===== src/rtl/alu_issue_stage.sv =====
// Issue/writeback stage feeding an external 8-bit combinational ALU: regfile, 3-cycle issue FSM, host load, debug read.
// Optional macro ALU_FLAGS_EN adds zero/sign flags captured at writeback.
module alu_issue_stage #(
    parameter int unsigned DATA_W     = 8,
    parameter int unsigned REG_ADDR_W = 2
) (
    input  logic                        clk,
    input  logic                        rst_n,
    input  logic                        instr_valid,
    output logic                        instr_ready,
    input  logic [3+3*REG_ADDR_W-1:0]   instr,
    input  logic                        ld_en,
    input  logic [REG_ADDR_W-1:0]       ld_addr,
    input  logic [DATA_W-1:0]           ld_data,
    output logic [DATA_W-1:0]           alu_data1,
    output logic [DATA_W-1:0]           alu_data2,
    output logic [2:0]                  alu_opcode,
    input  logic [DATA_W-1:0]           alu_result,
    output logic                        wb_valid,
    output logic [REG_ADDR_W-1:0]       wb_addr,
    output logic [DATA_W-1:0]           wb_data,
    input  logic [REG_ADDR_W-1:0]       dbg_addr,
    output logic [DATA_W-1:0]           dbg_data,
    output logic                        flag_z,
    output logic                        flag_n
);

    localparam int unsigned NREGS   = 1 << REG_ADDR_W;
    localparam int unsigned RA      = REG_ADDR_W;

    typedef enum logic [1:0] {
        S_IDLE = 2'd0,
        S_EXEC = 2'd1,
        S_WB   = 2'd2
    } state_e;

    state_e                 state_q, state_d;
    logic [DATA_W-1:0]      rf_q [NREGS];
    logic [DATA_W-1:0]      rf_d [NREGS];
    logic [DATA_W-1:0]      alu_data1_q, alu_data1_d;
    logic [DATA_W-1:0]      alu_data2_q, alu_data2_d;
    logic [2:0]             alu_opcode_q, alu_opcode_d;
    logic [RA-1:0]          rd_q, rd_d;
    logic [DATA_W-1:0]      result_q, result_d;
    logic                   wb_valid_q, wb_valid_d;
    logic [RA-1:0]          wb_addr_q, wb_addr_d;
    logic [DATA_W-1:0]      wb_data_q, wb_data_d;

    logic [2:0]             instr_op;
    logic [RA-1:0]          instr_rd, instr_rs1, instr_rs2;

    assign instr_rs2 = instr[RA-1:0];
    assign instr_rs1 = instr[2*RA-1:RA];
    assign instr_rd  = instr[3*RA-1:2*RA];
    assign instr_op  = instr[3*RA+2:3*RA];

    // Host load wins over issue in IDLE, so ready drops combinationally with ld_en.
    assign instr_ready = (state_q == S_IDLE) && !ld_en;
    assign dbg_data    = rf_q[dbg_addr];

    assign alu_data1  = alu_data1_q;
    assign alu_data2  = alu_data2_q;
    assign alu_opcode = alu_opcode_q;
    assign wb_valid   = wb_valid_q;
    assign wb_addr    = wb_addr_q;
    assign wb_data    = wb_data_q;

`ifdef ALU_FLAGS_EN
    logic flag_z_q, flag_z_d;
    logic flag_n_q, flag_n_d;
    assign flag_z = flag_z_q;
    assign flag_n = flag_n_q;
`else
    assign flag_z = 1'b0;
    assign flag_n = 1'b0;
`endif

    always_comb begin
        state_d      = state_q;
        rf_d         = rf_q;
        alu_data1_d  = alu_data1_q;
        alu_data2_d  = alu_data2_q;
        alu_opcode_d = alu_opcode_q;
        rd_d         = rd_q;
        result_d     = result_q;
        wb_valid_d   = 1'b0;
        wb_addr_d    = wb_addr_q;
        wb_data_d    = wb_data_q;
`ifdef ALU_FLAGS_EN
        flag_z_d     = flag_z_q;
        flag_n_d     = flag_n_q;
`endif
        case (state_q)
            S_IDLE: begin
                if (ld_en) begin
                    rf_d[ld_addr] = ld_data;
                end else if (instr_valid) begin
                    alu_data1_d  = rf_q[instr_rs1];
                    alu_data2_d  = rf_q[instr_rs2];
                    alu_opcode_d = instr_op;
                    rd_d         = instr_rd;
                    state_d      = S_EXEC;
                end
            end
            S_EXEC: begin
                result_d = alu_result;
                state_d  = S_WB;
            end
            S_WB: begin
                rf_d[rd_q] = result_q;
                wb_valid_d = 1'b1;
                wb_addr_d  = rd_q;
                wb_data_d  = result_q;
`ifdef ALU_FLAGS_EN
                flag_z_d   = (result_q == '0);
                flag_n_d   = result_q[DATA_W-1];
`endif
                state_d    = S_IDLE;
            end
            default: state_d = S_IDLE;
        endcase
    end

    always_ff @(posedge clk or negedge rst_n) begin
        if (!rst_n) begin
            state_q      <= S_IDLE;
            for (int i = 0; i < NREGS; i++) begin
                rf_q[i] <= '0;
            end
            alu_data1_q  <= '0;
            alu_data2_q  <= '0;
            alu_opcode_q <= '0;
            rd_q         <= '0;
            result_q     <= '0;
            wb_valid_q   <= 1'b0;
            wb_addr_q    <= '0;
            wb_data_q    <= '0;
`ifdef ALU_FLAGS_EN
            flag_z_q     <= 1'b0;
            flag_n_q     <= 1'b0;
`endif
        end else begin
            state_q      <= state_d;
            rf_q         <= rf_d;
            alu_data1_q  <= alu_data1_d;
            alu_data2_q  <= alu_data2_d;
            alu_opcode_q <= alu_opcode_d;
            rd_q         <= rd_d;
            result_q     <= result_d;
            wb_valid_q   <= wb_valid_d;
            wb_addr_q    <= wb_addr_d;
            wb_data_q    <= wb_data_d;
`ifdef ALU_FLAGS_EN
            flag_z_q     <= flag_z_d;
            flag_n_q     <= flag_n_d;
`endif
        end
    end

endmodule

===== config.mk =====
export PLATFORM = sky130hd
export DESIGN_NAME = alu_issue_stage
export DESIGN_NICKNAME = d
export VERILOG_FILES = /design/src/rtl/alu_issue_stage.sv
export SDC_FILE = /design/constraint.sdc
export NUM_CORES = 1
export LEC_CHECK = 0
export CAP_MARGIN = 40
export CORE_UTILIZATION = 46
export DETAILED_ROUTE_END_ITERATION = 7
export GPL_ROUTABILITY_DRIVEN = 0
export PLACE_DENSITY = 0.7
export SETUP_SLACK_MARGIN = 0.2
export SLEW_MARGIN = 15
export SYNTH_ARGS = -nofsm -noshare
export SYNTH_HDL_FRONTEND = slang
export SYNTH_SLANG_ARGS = --single-unit

===== constraint.sdc =====
create_clock -name clk -period 2.1 [get_ports clk]
set_input_delay 0.42 -clock clk [delete_from_list [all_inputs] [get_ports clk]]
set_output_delay 0.42 -clock clk [all_outputs]
set_load 0.05 [all_outputs]

== Word-level counts from Yosys, hierarchy flattened ==
Cells that the tools add are included.

* Bits in registers: 74
* Input port bits: 33
* Output and inout bits: 41
* Word-level logic and storage cells: 61

* $lt $le $gt $ge: 7
* Equality and inequality tests: 5
* Muxes and demuxes: 21
* Bitwise operators: 6
* Reductions and logical operators: 9

{| class="wikitable"
|+ Operators by type and width
! cell !! number
|-
| bitwise mux 32 bit || 2
|-
| 2-to-1 mux 8 bit || 8
|-
| one-hot mux 32 bit (2 select lines) || 1
|-
| binary-select mux 8 bit (select 2 bit) || 3
|-
| demux 8 bit (select 2 bit) || 2
|-
| 2-to-1 mux 32 bit || 1
|-
| >= comparator 3 bit, second input constant || 5
|-
| NOT 2 -> 3 bit || 5
|-
| < comparator 3 x 1 -> 1 bit, second input constant || 2
|-
| inequality test 2 bit, second input constant || 3
|-
| 2-to-1 mux 2 bit || 2
|-
| one-hot mux 2 bit (2 select lines) || 1
|-
| AND reduction 2 bit || 2
|-
| logical AND 1 bit || 3
|-
| AND reduction 3 bit || 1
|-
| equality test 2 x 1 -> 1 bit, second input constant || 1
|-
| equality test 2 bit, second input constant || 1
|-
| zero test 2 bit || 1
|-
| nonzero test 2 bit || 1
|-
| zero test 1 bit || 1
|-
| 2-to-1 mux 1 bit || 1
|-
| NOT 1 bit || 1
|}

== Depth between registers and ports, before layout ==
Gate-level depths: netlist (run 1).

* Word-level depth: 8
* Depth in mapped cells: 6
* Mapped depth without buffers: 3

== Least setup slack after synthesis (run 1) ==
Ideal clock, no wire load.

* Kind: reg2reg
* Start point: reg state_q[0]
* End point: reg alu_data1_q[5] (netlist: alu_data1[5])
* Setup time: 125 ps
* Arrival time: 1978 ps
* Required time: 1975 ps
* Setup slack: -3 ps
* Stages on the path, launching flop included: 7
* Buffers on the path: 3
* Clock period less this slack: 2103 ps
* Cells stage by stage: dfrtp_1 > buf_6 > nor3_2 > and2_4 > buf_6 > buf_12 > mux2_4

* Cells in the longest elaborated chain, start to end: 2

{| class="wikitable"
|+ RTL lines
! element !! RTL line !! text
|-
| start: declaration || 37 || <nowiki>state_e state_q, state_d;</nowiki>
|-
| start signal: assignment || 143 || <nowiki>state_q <= state_d;</nowiki>
|-
| zero test 2 bit || 93 || <nowiki>case (state_q)</nowiki>
|-
| AND reduction 3 bit (no line) || - ||
|-
| end signal: assignment || 145 || <nowiki>alu_data1_q <= alu_data1_d;</nowiki>
|-
| end: declaration || 40 || <nowiki>logic [DATA_W-1:0] alu_data1_q, alu_data1_d;</nowiki>
|}

No other way between the ends.
A chain may end at the register's enable or synchronous reset.

== Final worst setup path (run 1) ==
* Start point: reg rf_q[10] (netlist bit)
* End point: out dbg_data[2]

* Cells in the longest elaborated chain, start to end: 3

{| class="wikitable"
|+ RTL lines
! element !! RTL line !! text
|-
| start: declaration || 38 || <nowiki>logic [DATA_W-1:0] rf_q [NREGS];</nowiki>
|-
| start signal: assignment || 144 || <nowiki>rf_q <= rf_d;</nowiki>
|-
| binary-select mux 8 bit (select 2 bit) || 59 || <nowiki>assign dbg_data = rf_q[dbg_addr];</nowiki>
|-
| 2-to-1 mux 8 bit (implied by the code) (2 in a row) || 59 ||
|-
| end: declaration || 23 || <nowiki>output logic [DATA_W-1:0] dbg_data,</nowiki>
|}

No other way between the ends. The select of a mux whose other input is x is not followed.

==> results of run 1 <==
[cells by family after synthesis]
logic type	after synthesis	share of synthesized area
and+or+nand+nor	48	0.0910
muxes	63	0.276
other	1	0.000985
AOI/OAI and AO/OA	36	0.111
buffers and inverters	17	0.0345
DFF	74	0.486
[flip-flops by register name, summed over array words and instances, names as in the netlist]
name	flops
result_q	8
rf_q	32
state_q	2
alu_opcode	3
rd_q	2
wb_data	8
wb_addr	2
alu_data1	8
wb_valid	1
alu_data2	8
[timing repair]
action / 4_1_cts / 5_1_grt
setup endpoints to repair: 39 / 9
gates resized for setup: 40 / 6
cloned: 0 / 0
buffers inserted: 1 / 23
hold buffers: 0 / 0
endpoints found under the hold margin: 0 / 0
[placed cells by master (no fill, tap or decap), types with 5 or more instances in the layout]
cell type,netlist,layout
buf_12,2,7
buf_4,4,39
buf_6,2,5
clkbuf_8,0,13
clkdlybuf4s50_1,0,28
dfrtp_1,74,73
dlygate4sd2_1,0,32
mux2_2,20,20
mux2_4,19,19
mux4_2,24,24
nand2b_1,23,23
o221a_2,32,32
or2_2,8,8
[layout make-up]
cell class,instances,share of cell area
clock inverter,3,0.0133
inverter,2,0.00145
sequential,74,0.359
clock buffer,13,0.0347
timing repair buffer,115,0.211
tap,102,0.0247
multi-input combinational,149,0.355
[worst register-to-register path, stage by stage (launching register included)]
cell and delay, ns:
dfrtp_1 0.52, nor3_2 0.34, nand3_2 0.27, o221a_2 0.35
[per-stage QoR]
| stage | setup WS, ns | area, um2 | cells |
|---|---|---|---|
| 6_report | 0.221 | 5160 | 458 |
| 5_1_grt | 0.167 | 5160 | 458 |
| 4_1_cts | 0.193 | 4980 | 435 |
| 3_5_place_dp | -0.141 | 4740 | 418 |
| 3_3_place_gp | -0.116 | 4740 | 418 |
| 2_1_floorplan | 0.237 | 3820 | 240 |
[final timing paths]
path | from | end | slack, ns | depth (start not counted)
setup / recovery | rf_q[10]$_DFFE_PN0P_ | dbg_data[2] | 0.22 | 2
hold / removal | rst_n | state_q[1]$_DFFE_PN0P_ | 0.09 | 2
setup reg to reg | state_q[1]$_DFFE_PN0P_ | rf_q[17]$_DFFE_PN0P_ | 0.51 | 3
hold reg to reg | alu_data1[2]$_DFFE_PN0P_ | alu_data1[2]$_DFFE_PN0P_ | 0.51 | 1
max in group asynchronous | rst_n | state_q[0]$_DFFE_PN0P_ | 1.70 | 2
min in group clk | alu_data1[2]$_DFFE_PN0P_ | alu_data1[2]$_DFFE_PN0P_ | 0.51 | 1
[per-layer routing]
metal	up-vias	part of all wire	global-route usage
met2	71	0.48	0.340
met5	-	0	0
met1	1343	0.46	0.295
met3	12	0.046	0.0659
met4	0	0.014	0.0718
li1	1173	-	-
[power by group through the flow]
stage | combinational, mW | clock (mW) | sequential [mW]
detailed placement | 3.04 | 0 | 2.45
CTS | 2.91 | 1.36 | 2.41
global route | 3.32 | 1.42 | 2.46
global placement | 3.01 | 0 | 2.42
floorplan | 1.29 | 0 | 3.18
finish | 3.17 | 1.32 | 2.39
==> run_summary.xml, run 1 <==
<?xml version="1.0" encoding="UTF-8"?>
<metrics>
  <group name="cts">
    <metric name="tritoncts.num_buffers" unit="">9</metric>
    <metric name="tritoncts" unit="">done</metric>
    <metric name="count_of_h_tree_levels_built_during_cts" unit="">3</metric>
    <metric name="clock_insertion_delay_at_the_later_pin_of_the_skew_report" unit="ns">0.35</metric>
    <metric name="clk_pin_slew" unit="ns">0.07</metric>
    <metric name="cts_root_buffer" unit="">clkbuf_8</metric>
    <metric name="ctsLongestPathBuffers" unit="">2</metric>
    <metric name="clock_sink_count" unit="">74</metric>
  </group>
  <group name="worst_setup_path">
    <metric name="cp_slowest_cell" unit="">mux4_2</metric>
    <metric name="cpLargestDelayFamily" unit="">multiplexers</metric>
    <metric name="timing.critical_path.slowest_cell_delay" unit="ns">0.47</metric>
    <metric name="critical_path.cell_chain" unit="">mux4_2, buf_4</metric>
    <metric name="critical_path_arrival" unit="ns">1.46</metric>
    <metric name="classification_of_the_worst_setup_path" unit="">reg -&gt; out</metric>
    <metric name="crit_path_end_kind" unit="">output port</metric>
    <metric name="timing.critical_path.from_type" unit="">flop</metric>
    <metric name="cp_max_fo" unit="">4</metric>
    <metric name="worstPathBufferInverterCount" unit="">1</metric>
    <metric name="critPathRequiredTime" unit="ns">1.68</metric>
  </group>
  <group name="finish">
    <metric name="fin_nets" unit="">384</metric>
    <metric name="layout.filler_cells" unit="">626</metric>
    <metric name="flow.area_growth_from_synthesis" unit="%">35.5</metric>
    <metric name="drive_above_1_share" unit="">0.528</metric>
    <metric name="fin_util" unit="">0.658</metric>
    <metric name="seq_area" unit="um2">1850</metric>
    <metric name="antennaDiodeCount" unit="">0</metric>
    <metric name="multi_input_area" unit="um2">1830</metric>
  </group>
  <group name="worst_hold_path">
    <metric name="min_path_type" unit="">in -&gt; async</metric>
  </group>
  <group name="yosys">
    <metric name="synth_top_cells_by_area" unit="">dfrtp_1, mux4_2, o221a_2, mux2_4, mux2_2</metric>
    <metric name="netlist-cell-type-count" unit="">33</metric>
    <metric name="synth.cell_area" unit="um2">3810</metric>
    <metric name="ys_ff_latch" unit="">74</metric>
    <metric name="yosysMostFrequentCell" unit="">dfrtp_1</metric>
    <metric name="synth.largest_area_cell" unit="">dfrtp_1</metric>
    <metric name="synthDominantCellAreaShare" unit="">0.486</metric>
    <metric name="dominantRegCellSynth" unit="">dfrtp_1</metric>
    <metric name="synthesis.instances" unit="">239</metric>
    <metric name="synthesis.yosys.warnings" unit="">0</metric>
    <metric name="yosysSeqAreaShare" unit="">0.486</metric>
    <metric name="fraction_of_registers_with_async_set_reset" unit="">1.00</metric>
    <metric name="synthesized_area_per_cell" unit="um2">15.9</metric>
    <metric name="synth_commonest_cells" unit="">dfrtp_1, o221a_2, mux4_2</metric>
    <metric name="synth_enable_flop_cells" unit="">0</metric>
  </group>
  <group name="timing">
    <metric name="grt_setup_unrepaired" unit="">true</metric>
    <metric name="fmaxAchievable" unit="MHz">532</metric>
    <metric name="final.setup.tns" unit="ns">0</metric>
    <metric name="layout_worst_path_cycle_share" unit="">0.895</metric>
    <metric name="final.hold.worst_slack" unit="ns">0.0949</metric>
    <metric name="slew_viol_final" unit="">0</metric>
    <metric name="worst-slew-pin-transition" unit="ns">0.560</metric>
    <metric name="finClkSkew" unit="ns">0.00884</metric>
    <metric name="hold_violations" unit="">0</metric>
    <metric name="slew_headroom" unit="">0.626</metric>
    <metric name="setup-violations-final" unit="">0</metric>
    <metric name="shortest_clock_period_the_worst_path_allows_after_layout" unit="ns">1.88</metric>
  </group>
  <group name="pwr">
    <metric name="power.ir.vdd_worst" unit="mV">0.679</metric>
    <metric name="power_leakage" unit="nW">2.14</metric>
    <metric name="power-per-cell-area" unit="nW/um2">1330</metric>
    <metric name="power_frac_comb" unit="">0.461</metric>
    <metric name="power.clock.fraction" unit="">0.191</metric>
    <metric name="totalPowerFinal" unit="mW">6.89</metric>
    <metric name="power.net_switching" unit="mW">2.67</metric>
    <metric name="cell_internal_pwr" unit="mW">4.22</metric>
    <metric name="power.share.switching" unit="">0.387</metric>
    <metric name="share_seq_of_total_power" unit="">0.348</metric>
  </group>
  <group name="floorplanning">
    <metric name="core" unit="um2">7850</metric>
    <metric name="ioPinCount" unit="">74</metric>
    <metric name="row_count" unit="">32</metric>
    <metric name="initial_core_util" unit="">0.485</metric>
    <metric name="fp.dieW" unit="um">93.0</metric>
    <metric name="floorplan.die_area" unit="um2">8640</metric>
    <metric name="die_y" unit="um">93.0</metric>
  </group>
  <group name="outcome">
    <metric name="outcome" unit="">complete, no violations</metric>
  </group>
  <group name="detailed_routing">
    <metric name="drt.antenna.violating_nets" unit="">0</metric>
    <metric name="drc" unit="">0</metric>
    <metric name="postRouteWirelength" unit="um">8770</metric>
    <metric name="avgViaCountPerCell" unit="">5.67</metric>
    <metric name="first_pass_drt_iterations" unit="">4</metric>
    <metric name="initialDrtViolationCount" unit="">142</metric>
    <metric name="dr_total_vias" unit="">2599</metric>
    <metric name="drt-wirelength-per-cell" unit="um">19.1</metric>
  </group>
  <group name="place">
    <metric name="numPortBuffers" unit="">71</metric>
    <metric name="dpl.hpwl" unit="um">5990</metric>
  </group>
  <group name="global_routing">
    <metric name="grt_overflow" unit="">0</metric>
    <metric name="grt_pass1_wl" unit="um">13900</metric>
    <metric name="vias_in_the_first_global_route" unit="">2568</metric>
    <metric name="global_route.usage.total" unit="">0.219</metric>
    <metric name="grt_max_degree" unit="">75</metric>
    <metric name="number_of_antenna_violations_at_the_first_check_in_global_routing" unit="">0</metric>
  </group>
  <group name="run">
    <metric name="max_cap_violations" unit="">0</metric>
  </group>
</metrics>
(Power assumes the default switching activity.)
==> inputs of run 2 (changes only) <==
- CTS_CLUSTER_SIZE: unset -> 28
- SLEW_MARGIN: 15 -> 20
- clock period: 2.1 -> 2.4 ns (I/O delays scaled with it)
==> run 2 against run 1 <==
Worst setup slack improved by 0.067 ns. Clock power decreased by 34%. Critical path type is now in -> out. Cell area decreased by 5.9%. Critical path depth increased by 2. Highest routed layer unchanged.
==> run_summary.xml, run 2 (synthesis results as in run 1) <==
<?xml version="1.0" encoding="UTF-8"?>
<metrics>
  <group name="cts">
    <metric name="tritoncts" unit="">done</metric>
    <metric name="clk_pin_slew" unit="ns">0.07</metric>
    <metric name="cts_resized" unit="">8</metric>
    <metric name="tritoncts.num_buffers" unit="">9</metric>
    <metric name="count_of_h_tree_levels_built_during_cts" unit="">3</metric>
    <metric name="clock_insertion_delay_at_the_later_pin_of_the_skew_report" unit="ns">0.35</metric>
    <metric name="clock_sink_count" unit="">74</metric>
    <metric name="ctsHoldBuffers" unit="">0</metric>
    <metric name="ctsLongestPathBuffers" unit="">2</metric>
    <metric name="cts_root_buffer" unit="">clkbuf_8</metric>
    <metric name="post_cts.repair.setup_buffers" unit="">0</metric>
  </group>
  <group name="worst_setup_path">
    <metric name="rrSetupSlack" unit="ns">0.59</metric>
    <metric name="classification_of_the_worst_setup_path" unit="">in -&gt; out</metric>
    <metric name="critPathRequiredTime" unit="ns">1.92</metric>
    <metric name="critical_path_arrival" unit="ns">1.63</metric>
    <metric name="ff2ff_path_depth" unit="">4</metric>
    <metric name="cp_max_fo" unit="">8</metric>
    <metric name="r2r-start" unit="">state_q[0]$_DFFE_PN0P_</metric>
    <metric name="worst_r2r_endpoint" unit="">alu_data1[6]$_DFFE_PN0P_</metric>
    <metric name="timing.critical_path.from_type" unit="">input pin</metric>
    <metric name="crit_path_end_kind" unit="">output port</metric>
  </group>
  <group name="place">
    <metric name="numPortBuffers" unit="">71</metric>
    <metric name="dp_cells" unit="">411</metric>
    <metric name="pre_cts_slack" unit="ns">0.0487</metric>
    <metric name="dpl.hpwl" unit="um">6130</metric>
  </group>
  <group name="finish">
    <metric name="fin_nets" unit="">353</metric>
    <metric name="most_flops_register" unit="">rf_q</metric>
    <metric name="flow.area_growth_from_synthesis" unit="%">27.5</metric>
    <metric name="antennaDiodeCount" unit="">0</metric>
    <metric name="finish.cell_count_without_fillers" unit="">426</metric>
    <metric name="drive_above_1_share" unit="">0.469</metric>
    <metric name="layout.cells.most_common" unit="">dfrtp_1</metric>
    <metric name="final_cell_mix" unit="">dfrtp_1, clkdlybuf4s50_1, o221a_2, mux4_2, nand2b_1</metric>
    <metric name="largest_reg_flops" unit="">32</metric>
  </group>
  <group name="outcome">
    <metric name="outcome" unit="">complete, no violations</metric>
  </group>
  <group name="pwr">
    <metric name="totalPowerFinal" unit="mW">5.66</metric>
    <metric name="power.ir.vdd_worst" unit="mV">0.589</metric>
    <metric name="power.net_switching" unit="mW">2.27</metric>
    <metric name="power_frac_comb" unit="">0.472</metric>
    <metric name="power.clock.fraction" unit="">0.153</metric>
    <metric name="share_seq_of_total_power" unit="">0.375</metric>
    <metric name="power.share.switching" unit="">0.401</metric>
    <metric name="power-per-cell-area" unit="nW/um2">1170</metric>
    <metric name="power_leakage" unit="nW">1.90</metric>
    <metric name="cell_internal_pwr" unit="mW">3.39</metric>
  </group>
  <group name="global_routing">
    <metric name="grt_overflow" unit="">0</metric>
    <metric name="grt_pass1_wl" unit="um">14200</metric>
    <metric name="number_of_antenna_violations_at_the_first_check_in_global_routing" unit="">0</metric>
    <metric name="global_route.usage.total" unit="">0.220</metric>
    <metric name="grt_max_degree" unit="">31</metric>
    <metric name="vias_in_the_first_global_route" unit="">2575</metric>
  </group>
  <group name="detailed_routing">
    <metric name="first_pass_drt_iterations" unit="">4</metric>
    <metric name="avgViaCountPerCell" unit="">5.68</metric>
    <metric name="drt-wirelength-per-cell" unit="um">19.7</metric>
    <metric name="initialDrtViolationCount" unit="">84</metric>
    <metric name="drt.antenna.violating_nets" unit="">0</metric>
    <metric name="postRouteWirelength" unit="um">8370</metric>
    <metric name="drc" unit="">0</metric>
    <metric name="dr_total_vias" unit="">2420</metric>
  </group>
  <group name="floorplanning">
    <metric name="floorplan.die_area" unit="um2">8640</metric>
    <metric name="fp.dieW" unit="um">93.0</metric>
    <metric name="die_y" unit="um">93.0</metric>
    <metric name="initial_core_util" unit="">0.485</metric>
    <metric name="ioPinCount" unit="">74</metric>
    <metric name="core" unit="um2">7850</metric>
    <metric name="row_count" unit="">32</metric>
  </group>
  <group name="timing">
    <metric name="slew_viol_final" unit="">0</metric>
    <metric name="layout_worst_path_cycle_share" unit="">0.880</metric>
    <metric name="setup-violations-final" unit="">0</metric>
    <metric name="grt_setup_unrepaired" unit="">false</metric>
    <metric name="fmaxAchievable" unit="MHz">473</metric>
    <metric name="shortest_clock_period_the_worst_path_allows_after_layout" unit="ns">2.11</metric>
    <metric name="hold_violations" unit="">0</metric>
    <metric name="finClkSkew" unit="ns">0.00958</metric>
    <metric name="slew_headroom" unit="">0.557</metric>
    <metric name="worst-slew-pin-transition" unit="ns">0.665</metric>
    <metric name="finalWorstSetupSlack" unit="ns">0.288</metric>
    <metric name="final.setup.tns" unit="ns">0</metric>
  </group>
  <group name="run">
    <metric name="max_cap_violations" unit="">0</metric>
  </group>
  <group name="worst_hold_path">
    <metric name="min_path_type" unit="">in -&gt; async</metric>
  </group>
</metrics>
## run 2: worst max path at each step
stage                                 startpoint                       end  cells after the start
after floorplan           state_q[0]$_DFFE_PN0P_  alu_data1[5]$_DFFE_PN0P_                      6
after global placement               dbg_addr[0]               dbg_data[7]                      4
after detailed placement             dbg_addr[0]               dbg_data[7]                      4
after CTS                            dbg_addr[1]               dbg_data[7]                      4
after global routing                 dbg_addr[1]               dbg_data[1]                      4
final                                dbg_addr[1]               dbg_data[1]                      4
## run 2: critical path, cell delays in order
cell and delay [ns]:
clkdlybuf4s50_1 0.52, buf_12 0.14, mux4_2 0.28, buf_4 0.20
## run 2: cell type report
type	instances	area, um2
inverters	2	7.51
fillers	643	2990
multi-input cells	149	1830
flip-flops and latches	74	1850
clock inverters	2	12.5
repair buffers	84	868
well taps	102	128
clock buffers	13	159
## run 2: metal layers
layer	vias up	share of wire	track usage	wire length, um
met1	1233	0.47	0.313	3900
met2	73	0.48	0.340	4000
li1	1107	-	-	-
met3	7	0.045	0.0512	379
met4	0	0.011	0.0564	89
met5	-	0	0	0
## run 2: through the flow
step	hold WS, ns	util	instance area, um2
finish	0.156	0.619	4850
global route	0.197	0.619	4850
CTS	0.162	0.619	4850
detailed placement	0.492	0.594	4660
global placement	0.493	0.594	4660
floorplan	0.184	-	3810
## run 2: power by group through the flow
stage,clock network [mW],logic [mW],registers (mW)
floorplan,0,1.13,2.78
global placement,0,2.61,2.12
detailed placement,0,2.65,2.14
CTS,0.896,2.69,2.12
global route,0.937,2.79,2.19
finish,0.865,2.67,2.12
==> inputs of run 3 (changes only) <==
- CAP_MARGIN: 40 -> unset
- CORE_UTILIZATION: 46 -> 56
- PLACE_DENSITY: 0.7 -> 0.83
- SLEW_MARGIN: 20 -> 40
==> run 3 against run 2 <==
Worst setup slack worse by 0.017 ns. Critical endpoint is now dbg_data[3]. Critical path depth did not move. Clock power rose by 29%. The run now ends with design-rule violations left. Largest power group unchanged. Non-clock buffer count decreased by 3.
==> run_summary.xml, run 3 (synthesis results as in run 1) <==
<?xml version="1.0" encoding="UTF-8"?>
<metrics>
  <group name="pwr">
    <metric name="power.clock.fraction" unit="">0.190</metric>
    <metric name="power-per-cell-area" unit="nW/um2">1220</metric>
    <metric name="power.ir.vdd_worst" unit="mV">0.651</metric>
    <metric name="power_frac_comb" unit="">0.449</metric>
    <metric name="power.share.switching" unit="">0.389</metric>
    <metric name="power_leakage" unit="nW">1.91</metric>
    <metric name="share_seq_of_total_power" unit="">0.362</metric>
    <metric name="cell_internal_pwr" unit="mW">3.62</metric>
    <metric name="power.net_switching" unit="mW">2.30</metric>
  </group>
  <group name="worst_setup_path">
    <metric name="cp_max_fo" unit="">8</metric>
    <metric name="cp_slowest_cell" unit="">clkdlybuf4s50_1</metric>
    <metric name="timing.critical_path.slowest_cell_delay" unit="ns">0.45</metric>
    <metric name="rrSetupSlack" unit="ns">0.56</metric>
    <metric name="timing.critical_path.from_type" unit="">input pin</metric>
    <metric name="crit_path_end_kind" unit="">output port</metric>
    <metric name="cpLargestDelayFamily" unit="">buffers and inverters</metric>
    <metric name="critical_path_arrival" unit="ns">1.65</metric>
    <metric name="classification_of_the_worst_setup_path" unit="">in -&gt; out</metric>
    <metric name="worst_r2r_endpoint" unit="">alu_data1[3]$_DFFE_PN0P_</metric>
    <metric name="worstSetupPathDepth" unit="">4</metric>
    <metric name="ff2ff_path_depth" unit="">3</metric>
    <metric name="critical_path.cell_chain" unit="">clkdlybuf4s50_1, buf_4, mux4_2, buf_8</metric>
    <metric name="worstPathBufferInverterCount" unit="">3</metric>
    <metric name="r2r-start" unit="">state_q[0]$_DFFE_PN0P_</metric>
    <metric name="critPathRequiredTime" unit="ns">1.92</metric>
  </group>
  <group name="timing">
    <metric name="layout_worst_path_cycle_share" unit="">0.887</metric>
    <metric name="fmaxAchievable" unit="MHz">470</metric>
    <metric name="finClkSkew" unit="ns">0.00808</metric>
    <metric name="slew_headroom" unit="">0.611</metric>
    <metric name="worst-slew-pin-transition" unit="ns">0.581</metric>
    <metric name="setup-violations-final" unit="">0</metric>
    <metric name="final.setup.tns" unit="ns">0</metric>
    <metric name="grt_setup_unrepaired" unit="">false</metric>
    <metric name="hold_violations" unit="">0</metric>
    <metric name="shortest_clock_period_the_worst_path_allows_after_layout" unit="ns">2.13</metric>
    <metric name="slew_viol_final" unit="">0</metric>
  </group>
  <group name="detailed_routing">
    <metric name="initialDrtViolationCount" unit="">215</metric>
    <metric name="postRouteWirelength" unit="um">8490</metric>
    <metric name="avgViaCountPerCell" unit="">6.27</metric>
    <metric name="drt.antenna.violating_nets" unit="">0</metric>
    <metric name="drt-wirelength-per-cell" unit="um">21.3</metric>
    <metric name="drc" unit="">19</metric>
    <metric name="first_pass_drt_iterations" unit="">6</metric>
    <metric name="dr_total_vias" unit="">2502</metric>
  </group>
  <group name="global_routing">
    <metric name="met3_usage" unit="">0.0560</metric>
    <metric name="grt_use_met2" unit="">0.418</metric>
    <metric name="grt_max_degree" unit="">75</metric>
    <metric name="grt_use_met1" unit="">0.371</metric>
    <metric name="vias_in_the_first_global_route" unit="">2645</metric>
    <metric name="number_of_antenna_violations_at_the_first_check_in_global_routing" unit="">0</metric>
    <metric name="global_route.usage.total" unit="">0.266</metric>
    <metric name="grt-busiest-layer" unit="">met2</metric>
    <metric name="grt_overflow" unit="">0</metric>
    <metric name="grt_pass1_wl" unit="um">14300</metric>
  </group>
  <group name="finish">
    <metric name="drive_above_1_share" unit="">0.472</metric>
    <metric name="fin_nets" unit="">350</metric>
    <metric name="final_cell_mix" unit="">dfrtp_1, clkdlybuf4s50_1, o221a_2, mux4_2, nand2b_1</metric>
    <metric name="most_flops_register" unit="">rf_q</metric>
    <metric name="flow.area_growth_from_synthesis" unit="%">27.0</metric>
    <metric name="layout.cells.most_common" unit="">dfrtp_1</metric>
    <metric name="largest_reg_flops" unit="">32</metric>
    <metric name="finish.cell_count_without_fillers" unit="">399</metric>
    <metric name="fin_util" unit="">0.749</metric>
    <metric name="antennaDiodeCount" unit="">0</metric>
  </group>
  <group name="cts">
    <metric name="ctsHoldBuffers" unit="">0</metric>
    <metric name="clock_insertion_delay_at_the_later_pin_of_the_skew_report" unit="ns">0.34</metric>
    <metric name="cts_root_buffer" unit="">clkbuf_8</metric>
    <metric name="tritoncts.num_buffers" unit="">9</metric>
    <metric name="ctsLongestPathBuffers" unit="">2</metric>
    <metric name="cts_resized" unit="">6</metric>
    <metric name="clock_sink_count" unit="">74</metric>
    <metric name="clk_pin_slew" unit="ns">0.08</metric>
    <metric name="post_cts.repair.setup_buffers" unit="">0</metric>
    <metric name="tritoncts" unit="">done</metric>
    <metric name="count_of_h_tree_levels_built_during_cts" unit="">3</metric>
  </group>
  <group name="run">
    <metric name="max_cap_violations" unit="">0</metric>
  </group>
  <group name="floorplanning">
    <metric name="initial_core_util" unit="">0.590</metric>
    <metric name="floorplan.die_area" unit="um2">7130</metric>
    <metric name="fp.dieW" unit="um">84.5</metric>
    <metric name="ioPinCount" unit="">74</metric>
    <metric name="core" unit="um2">6460</metric>
    <metric name="row_count" unit="">29</metric>
    <metric name="die_y" unit="um">84.5</metric>
  </group>
  <group name="place">
    <metric name="dpl.hpwl" unit="um">5820</metric>
    <metric name="numPortBuffers" unit="">71</metric>
    <metric name="dp_cells" unit="">383</metric>
  </group>
  <group name="worst_hold_path">
    <metric name="min_path_type" unit="">in -&gt; async</metric>
  </group>
  <group name="outcome">
    <metric name="outcome" unit="">complete, but fails checks</metric>
    <metric name="failed_checks" unit="">design-rule violations</metric>
  </group>
</metrics>
## run 3: how the worst max path moves through the flow
stage	from	endpoint	slack, ns
2_1_floorplan	state_q[0]$_DFFE_PN0P_	alu_data1[5]$_DFFE_PN0P_	0.30
3_3_place_gp	dbg_addr[0]	dbg_data[7]	0.06
3_5_place_dp	dbg_addr[0]	dbg_data[0]	0.07
4_1_cts	dbg_addr[1]	dbg_data[3]	0.26
5_1_grt	dbg_addr[1]	dbg_data[4]	0.25
6_report	dbg_addr[1]	dbg_data[3]	0.27
## run 3: area by class of cell
| class | instances | area [um2] |
|---|---|---|
| fillers | 414 | 1620 |
| well taps | 77 | 96.3 |
| clock inverters | 4 | 72.6 |
| clock buffers | 12 | 165 |
| flip-flops and latches | 74 | 1850 |
| repair buffers | 81 | 813 |
| multi-input cells | 149 | 1830 |
| inverters | 2 | 7.51 |
## run 3: power by group through the flow
stage / Combinational, mW / Sequential [mW] / Clock (mW)
2_1_floorplan: 1.13 / 2.78 / 0
6_report: 2.65 / 2.14 / 1.12
4_1_cts: 2.67 / 2.13 / 1.13
5_1_grt: 2.77 / 2.20 / 1.19
3_3_place_gp: 2.59 / 2.11 / 0
3_5_place_dp: 2.63 / 2.14 / 0
## run 3: layer usage
metal / part of all wire / vias up
li1: - / 1094
met2: 0.48 / 106
met1: 0.44 / 1291
met3: 0.068 / 11
met5: 0 / -
met4: 0.012 / 0
## run 3: through the flow
| step | hold WS (ns) | setup WS (ns) | cell area [um2] | power (mW) |
|---|---|---|---|---|
| final | 0.164 | 0.271 | 4830 | 5.92 |
| after detailed placement | 0.495 | 0.0651 | 4580 | 4.77 |
| after CTS | 0.178 | 0.264 | 4830 | 5.92 |
| after floorplan | 0.184 | 0.297 | 3810 | 3.91 |
| after global routing | 0.189 | 0.245 | 4830 | 6.15 |
| after global placement | 0.491 | 0.0638 | 4580 | 4.70 |
